[config.mk]
export PLATFORM = sky130hd
export DESIGN_NAME = song_recorder
export DESIGN_NICKNAME = d
export VERILOG_FILES = /design/src/rtl/song_recorder.sv
export SDC_FILE = /design/constraint.sdc
export NUM_CORES = 1
export LEC_CHECK = 0
export ABC_AREA = 1
export BUFFER_PORTS_ARGS = -buffer_cell sky130_fd_sc_hd__buf_2
export CAP_MARGIN = 15
export CORE_ASPECT_RATIO = 0.75
export CORE_UTILIZATION = 35
export DETAILED_ROUTE_END_ITERATION = 12
export MAX_ROUTING_LAYER = met4
export SKIP_CTS_REPAIR_TIMING = 1
export SLEW_MARGIN = 5
export SYNTH_ARGS = -nofsm -noshare
export SYNTH_HDL_FRONTEND = slang
export SYNTH_SLANG_ARGS = --single-unit
[constraint.sdc]
create_clock -name clk -period 2.54 [get_ports clk]
set_input_delay 0.127 -clock clk [delete_from_list [all_inputs] [get_ports clk]]
set_output_delay 0.127 -clock clk [all_outputs]
set_load 0.03 [all_outputs]
[src/rtl/song_recorder.sv]
// Records a key_on/key stream as {key, duration} events into a small buffer.
// Rests are stored with key code 15; reads are registered and return {15,0} past count.
module song_recorder #(
  parameter int DEPTH = 32,
  parameter int DUR_W = 26
) (
  input  logic                       clk,
  input  logic                       rst,
  input  logic                       rec_start,
  input  logic                       rec_stop,
  input  logic                       key_on,
  input  logic [3:0]                 key,
  input  logic [$clog2(DEPTH)-1:0]   rd_addr,
  output logic [3:0]                 rd_key,
  output logic [DUR_W-1:0]           rd_dur,
  output logic [$clog2(DEPTH):0]     count,
  output logic                       recording,
  output logic                       full
);

  localparam int AW = $clog2(DEPTH);
  localparam logic [3:0]       REST_KEY = 4'hF;
  localparam logic [DUR_W-1:0] DUR_MAX  = '1;
  localparam logic [DUR_W-1:0] DUR_ONE  = DUR_W'(1);
  localparam logic [AW:0]      CNT_ONE  = (AW+1)'(1);
  localparam logic [AW:0]      DEPTH_C  = (AW+1)'(DEPTH);

  typedef enum logic [1:0] {
    S_IDLE       = 2'd0,
    S_WAIT_FIRST = 2'd1,
    S_NOTE       = 2'd2,
    S_REST       = 2'd3
  } state_t;

  state_t           state_q, state_d;
  logic [3:0]       key_q, key_d;
  logic [DUR_W-1:0] dur_q, dur_d;
  logic [AW:0]      count_q, count_d;
  logic             full_q, full_d;
  logic [3:0]       rd_key_q, rd_key_d;
  logic [DUR_W-1:0] rd_dur_q, rd_dur_d;

  logic             wr_en;
  logic [3:0]       wr_key;
  logic [DUR_W-1:0] wr_dur;
  logic [AW:0]      count_inc;
  logic             active;
  logic [DUR_W-1:0] dur_inc;

  logic [3:0]       mem_key [DEPTH];
  logic [DUR_W-1:0] mem_dur [DEPTH];

  assign active    = key_on && (key != REST_KEY);
  assign dur_inc   = (dur_q == DUR_MAX) ? dur_q : dur_q + DUR_ONE;
  assign count_inc = count_q + CNT_ONE;

  always_comb begin
    state_d = state_q;
    key_d   = key_q;
    dur_d   = dur_q;
    count_d = count_q;
    full_d  = full_q;
    wr_en   = 1'b0;
    wr_key  = key_q;
    wr_dur  = dur_q;

    // rec_stop is tested first in every recording state so it beats key events.
    case (state_q)
      S_IDLE: begin
        if (rec_start) begin
          state_d = S_WAIT_FIRST;
          count_d = '0;
          full_d  = 1'b0;
        end
      end
      S_WAIT_FIRST: begin
        if (rec_stop) begin
          state_d = S_IDLE;
        end else if (active) begin
          state_d = S_NOTE;
          key_d   = key;
          dur_d   = DUR_ONE;
        end
      end
      S_NOTE: begin
        if (rec_stop) begin
          wr_en   = 1'b1;
          state_d = S_IDLE;
        end else if (active && (key == key_q)) begin
          dur_d = dur_inc;
        end else if (active) begin
          wr_en = 1'b1;
          key_d = key;
          dur_d = DUR_ONE;
        end else begin
          wr_en   = 1'b1;
          dur_d   = DUR_ONE;
          state_d = S_REST;
        end
      end
      S_REST: begin
        if (rec_stop) begin
          state_d = S_IDLE;
        end else if (!active) begin
          dur_d = dur_inc;
        end else begin
          wr_en   = 1'b1;
          wr_key  = REST_KEY;
          key_d   = key;
          dur_d   = DUR_ONE;
          state_d = S_NOTE;
        end
      end
      default: state_d = S_IDLE;
    endcase

    // The write that fills the buffer ends the take; anything latched with it is dropped.
    if (wr_en) begin
      count_d = count_inc;
      if (count_inc == DEPTH_C) begin
        full_d  = 1'b1;
        state_d = S_IDLE;
      end
    end

    if ({1'b0, rd_addr} < count_q) begin
      rd_key_d = mem_key[rd_addr];
      rd_dur_d = mem_dur[rd_addr];
    end else begin
      rd_key_d = REST_KEY;
      rd_dur_d = '0;
    end
  end

  always_ff @(posedge clk or posedge rst) begin
    if (rst) begin
      state_q  <= S_IDLE;
      key_q    <= REST_KEY;
      dur_q    <= '0;
      count_q  <= '0;
      full_q   <= 1'b0;
      rd_key_q <= REST_KEY;
      rd_dur_q <= '0;
    end else begin
      state_q  <= state_d;
      key_q    <= key_d;
      dur_q    <= dur_d;
      count_q  <= count_d;
      full_q   <= full_d;
      rd_key_q <= rd_key_d;
      rd_dur_q <= rd_dur_d;
    end
  end

  always_ff @(posedge clk) begin
    if (wr_en) begin
      mem_key[count_q[AW-1:0]] <= wr_key;
      mem_dur[count_q[AW-1:0]] <= wr_dur;
    end
  end

  assign rd_key    = rd_key_q;
  assign rd_dur    = rd_dur_q;
  assign count     = count_q;
  assign full      = full_q;
  assign recording = (state_q != S_IDLE);

endmodule

== Word-level counts from Yosys, hierarchy flattened ==
Memories as Yosys holds them, arrays and structs flattened.
Index checks and enable logic that the tools add are counted.

* Register bits: 69
* Bits in writable memories: 960
* Bits of input ports: 14
* Output and inout port bits: 38
* Word-level logic and storage cells: 78
* Memories kept: 2

* Add/subtract/negate cells: 2
* $lt $le $gt $ge: 1
* Eq/ne operators: 13
* Muxes and demuxes: 41
* Reductions and logical operators: 12

{| class="wikitable"
|+ Memory list
! name !! words !! width !! rd ports !! clocked after memory_dff !! wr ports !! line !! source
|-
| mem_dur || 32 || 26 || 1 || 0 || 1 || 51 || <nowiki>logic [DUR_W-1:0] mem_dur [DEPTH];</nowiki>
|-
| mem_key || 32 || 4 || 1 || 0 || 1 || 50 || <nowiki>logic [3:0] mem_key [DEPTH];</nowiki>
|}

{| class="wikitable"
|+ Operator list
! kind !! number
|-
| $mux W26 || 8
|-
| $pmux W26 S3 || 1
|-
| $mux W4 || 8
|-
| $add A26 B1 Y26 const B || 1
|-
| $eq A26 B26 Y1 const B || 1
|-
| $mux W6 || 3
|-
| $mux W2 || 8
|-
| $ne A2 B2 Y1 const B || 6
|-
| $mux W1 || 10
|-
| $pmux W4 S2 || 1
|-
| $reduce_bool A2 Y1 || 4
|-
| $add A6 B1 Y6 const B || 1
|-
| $eq A6 B6 Y1 const B || 1
|-
| $lt A5 B6 Y1 || 1
|-
| $pmux W2 S3 || 1
|-
| $reduce_and A5 Y1 || 1
|-
| $eq A2 B2 Y1 const B || 2
|-
| $eq A4 B4 Y1 || 1
|-
| $ne A4 B4 Y1 const B || 1
|-
| $reduce_and A4 Y1 || 1
|-
| $reduce_bool A3 Y1 || 1
|-
| $eq A2 B1 Y1 const B || 1
|-
| $logic_and A1 B1 Y1 || 2
|-
| $logic_not A2 Y1 || 1
|-
| other kinds (3) || 3
|}

== Longest topological paths before layout ==
* Depth after elaboration: 8
* Mapped depth: 12
* Gate-level depth less buffers: 12

== Worst setup path before layout ==
No wires, ideal clock.

* Path type: flip-flop to flip-flop
* Start point: reg key_q[2]
* End point: mem mem_dur[0][0], enable pin
* Setup time: 417 ps
* Arrival: 2,386 ps
* Required time: 2,123 ps
* Setup slack: -264 ps
* Cell stages (with the launch flop): 9
* Buffers on the path: 0
* Clock period less this slack: 2,804 ps
* Path through: dfstp_2 > nand2_1 > nand4_1 > nor2_1 > nand3_2 > nand2_2 > nand2_2 > nand2_1 > nor2_1

* Word-level cells in the longest chain between the ends: 7

{| class="wikitable"
|+ Ends and longest elaborated chain
! what !! line !! source
|-
| start, declared || 36 || <nowiki>logic [3:0] key_q, key_d;</nowiki>
|-
| start signal, assigned || 146 || <nowiki>key_q <= key_d;</nowiki>
|-
| $eq A4 B4 Y1 || 89 || <nowiki>end else if (active && (key == key_q)) begin</nowiki>
|-
| $logic_and A1 B1 Y1 || 89 ||
|-
| $mux W1 || 89 ||
|-
| $mux W1 || 86 || <nowiki>if (rec_stop) begin</nowiki>
|-
| $pmux W1 S2 || 68 || <nowiki>case (state_q)</nowiki>
|-
| $mux W1 || 156 || <nowiki>if (wr_en) begin</nowiki>
|-
| $mux W1 (implied by the code) || 158 || <nowiki>mem_dur[count_q[AW-1:0]] <= wr_dur;</nowiki>
|-
| end, declared || 51 ||
|}

Every way passes these cells.

== Final worst setup path ==
* Start point: reg key_q[2]
* End point: mem mem_key[30][3], enable pin

* Word-level cells in the longest chain between the ends: 7

{| class="wikitable"
|+ Ends and longest elaborated chain
! what !! line !! source
|-
| $eq A4 B4 Y1 || 89 ||
|-
| $logic_and A1 B1 Y1 || 89 ||
|-
| $mux W1 || 89 ||
|-
| $mux W1 || 86 ||
|-
| $pmux W1 S2 || 68 ||
|-
| $mux W1 || 156 ||
|-
| $mux W1 (implied by the code) || 157 || <nowiki>mem_key[count_q[AW-1:0]] <= wr_key;</nowiki>
|-
| end, declared || 50 ||
|}

Every way passes these cells.

==> impl_metrics.yaml <==
outcome:
  status: "complete, no violations"
timing:
  slew_viol_final: 0
  period_share: 0.981
  maxSlewHeadroom: 0.243
  min_period_ps: 2490
  rsz0062_at_grt: "true"
  setup_viol: 0
  finalHoldViolations: 0
  max_freq_mhz: 401
  tightestPinTransition_ps: 1130
  clock_skew_ps: 22.6
drt:
  drtIter0Drc: 3908
  vias: 28400
  drc_errors: 0
  firstDrtPassIters: 6
  vias_per_cell: 5.37
  routedWlPerCell_um: 23.9
  ant_nets: 0
  routed_wl_um: 127000
critical_path:
  cp_cell_sequence: "nand2_1, nand4_1, nor2_1, nand3_2, nand2_2, nand2_4, nand2_2, buf_12, nor2_4"
  required_ps: 2850
  path_class: "flip-flop to flip-flop"
  cp_common_cell: "nand2_2"
  slowest_stage: "nor2_4"
  critPathLaunchType: "flip-flop"
  crit_fanout: 30
  r2r-start: "key_q[2]$_DFFE_PP1P_"
  cp_num_cells: 9
  crit_family: "simple AND/OR/NAND/NOR gates"
  path_buf_inv: 1
  r2r_slack_ps: 50
  arrival_ps: 2810
  timing.critical_path.slowest_cell_delay_ps: 840
  r2r-end: "mem_key[30][3]$_DFFE_PP_"
  end_kind: "flip-flop"
  worst-r2r-cell-count: 9
clocking:
  cts_made_buffers: 93
  cts_sinks: 1029
  clock_path_buffers: 3
  clk-insertion-delay-late_ps: 710
  clock-root-buffer: "clkbuf_16"
  clkTransAtPathRegs_ps: 60
  cts_tree: "built"
  htreeDepth: 3
synthesis:
  synth_fp_nets: 3589
  synth-main-ff-cell: "edfxtp_1"
  synth_cell_type_count: 36
  netlist_instances: 3566
  synth-edff-count: 960
  yosysSeqAreaShare: 0.727
  synthArstFlopShare: 0.0671
  synth-seq-cells: 1029
  synth_warnings: 0
  syn_area_per_cell_um2: 11.8
  mappedNetlistArea_um2: 42000
final_layout:
  drive_gt1_frac: 0.111
  final_nets: 3686
  finalInstanceArea_um2: 48100
  multi_input_area_um2: 10300
  syn_to_final_growth_pct: 14.5
  fill_cells: 11000
  seqCellArea_um2: 30600
  fin_cells: 5296
die:
  rows: 109
  die_y_um: 302
  die_w_um: 402
  ios: 52
  start_util: 0.355
  dieArea_um2: 121000
  core_area_um2: 118000
placement:
  globalplace.congestion: 0.893
  dp.cells: 5094
  dpl_cell_area_um2: 44800
  dp_hpwl_um: 75700
  place.port_buffers: 51
flow_run:
  drv_cap: 0
power_and_ir_drop:
  vdd_ir_drop_max_uv: 515
  power.density_nw_per_um2: 747
  power_uw: 36000
  leakage_uw: 0.0174
global_routing:
  grt_pass1_vias: 26100
  grt_max_degree: 81
  track_usage: 0.210
  grt_pass1_wl_um: 182000
  gr-total-overflow: 0
  antenna_found_initial: 4
worst_hold_path:
  min_path_type: "input port to asynchronous set/reset pin"
[layout by cell type (no fill, tap or decap), drive strengths merged, types with 5 or more instances in the layout]
cell         synthesis  final
a21oi               36     36
clkbuf              43    121
dfstp                8      8
inv                 84     90
clkinv               1     36
nand4               23     23
dfrtp               61     61
nand3              869    869
o211ai               7      7
nand2              992    992
o21ai               70     70
edfxtp             960    960
nor2               213    220
clkinvlp             0      5
dlygate4sd3          0     12
buf                176    202
ha                   9      9
[through the flow]
step                      setup WS [ps]  TNS (ps)  hold slack [ps]  utilization
after floorplan                    -264   -189760              236            -
after detailed placement          -85.5     -9070              190        0.378
after global routing               -102     -8400            -6.42        0.406
after global placement            -88.3    -10470              195        0.378
final                              49.1         0             5.44        0.406
after CTS                         -89.6    -11720             -559        0.403
[worst max-delay path by stage]
| stage | startpoint | to | slack, ps |
|---|---|---|---|
| 6_report | key_q[2]$_DFFE_PP1P_ | mem_key[30][3]$_DFFE_PP_ | 50 |
| 5_1_grt | key_q[0]$_DFFE_PP1P_ | mem_dur[3][17]$_DFFE_PP_ | -100 |
| 4_1_cts | key_q[2]$_DFFE_PP1P_ | mem_dur[18][19]$_DFFE_PP_ | -90 |
| 3_5_place_dp | key_q[2]$_DFFE_PP1P_ | mem_dur[18][19]$_DFFE_PP_ | -90 |
| 3_3_place_gp | key_q[2]$_DFFE_PP1P_ | mem_dur[1][17]$_DFFE_PP_ | -90 |
| 2_1_floorplan | key_q[2]$_DFFE_PP1P_ | mem_dur[0][0]$_DFFE_PP_ | -260 |
[cell families after synthesis]
logic type                 Yosys count  synth area share
xor gates and xnor gates             6           0.00125
buffers and inverters              304            0.0360
adders and majority gates            9           0.00268
AOI/OAI and AO/OA                  116            0.0144
and+or+nand+nor                   2102             0.218
DFF                               1029             0.727
[registers in the layout, indices dropped and copies added (netlist names)]
register	count
mem_dur	832
mem_key	128
dur_q	26
rd_dur	26
count	6
key_q	4
rd_key	4
state_q	2
full	1
[cell type report]
type                            count  share of cell area
Sequential cell                  1029               0.635
Multi-Input combinational cell   2240               0.213
Clock buffer                      121              0.0518
Timing Repair Buffer              214              0.0434
Tap cell                         1554              0.0404
Clock inverter                     50             0.00863
Inverter                           85             0.00713
Antenna cell                        3            0.000156
[synth_stat cells, types with 4 or more instances]
| cell | n | share of area |
|---|---|---|
| nand2_1 | 985 | 0.088 |
| edfxtp_1 | 960 | 0.69 |
| nand3_1 | 865 | 0.10 |
| nor2_1 | 199 | 0.018 |
| buf_2 | 101 | 0.012 |
| inv_1 | 77 | 0.0069 |
| o21ai_0 | 68 | 0.0081 |
| dfrtp_1 | 61 | 0.036 |
| buf_4 | 51 | 0.0091 |
| clkbuf_1 | 43 | 0.0038 |
| a21oi_1 | 36 | 0.0043 |
| nand4_1 | 22 | 0.0033 |
| buf_1 | 17 | 0.0015 |
| nor2_2 | 12 | 0.0018 |
| ha_1 | 9 | 0.0027 |
| dfstp_2 | 8 | 0.0050 |
| buf_6 | 7 | 0.0019 |
| inv_2 | 7 | 0.00063 |
| o211ai_1 | 7 | 0.0013 |
| nand2_2 | 4 | 0.00060 |
| xor2_1 | 4 | 0.00083 |
[where the power goes]
group / internal (uW) / leakage, uW / switching [uW]
logic: 772 / 0.00630 / 2310
registers: 19000 / 0.00971 / 116
clock network: 7380 / 0.00141 / 6400
total: 27100 / 0.0174 / 8820
[routing by layer]
metal	share of wire	global-route usage	vias to the layer above
met2	0.41	0.280	1410
met5	0	-	-
met4	0.021	0.0511	0
li1	-	-	12800
met1	0.45	0.316	14100
met3	0.12	0.0523	169
[worst min-delay path, cell delays in order]
cell and delay [ps]:
dlygate4sd3_1 530, buf_2 140, inv_4 350
Power figures use the tool's default switching activity.
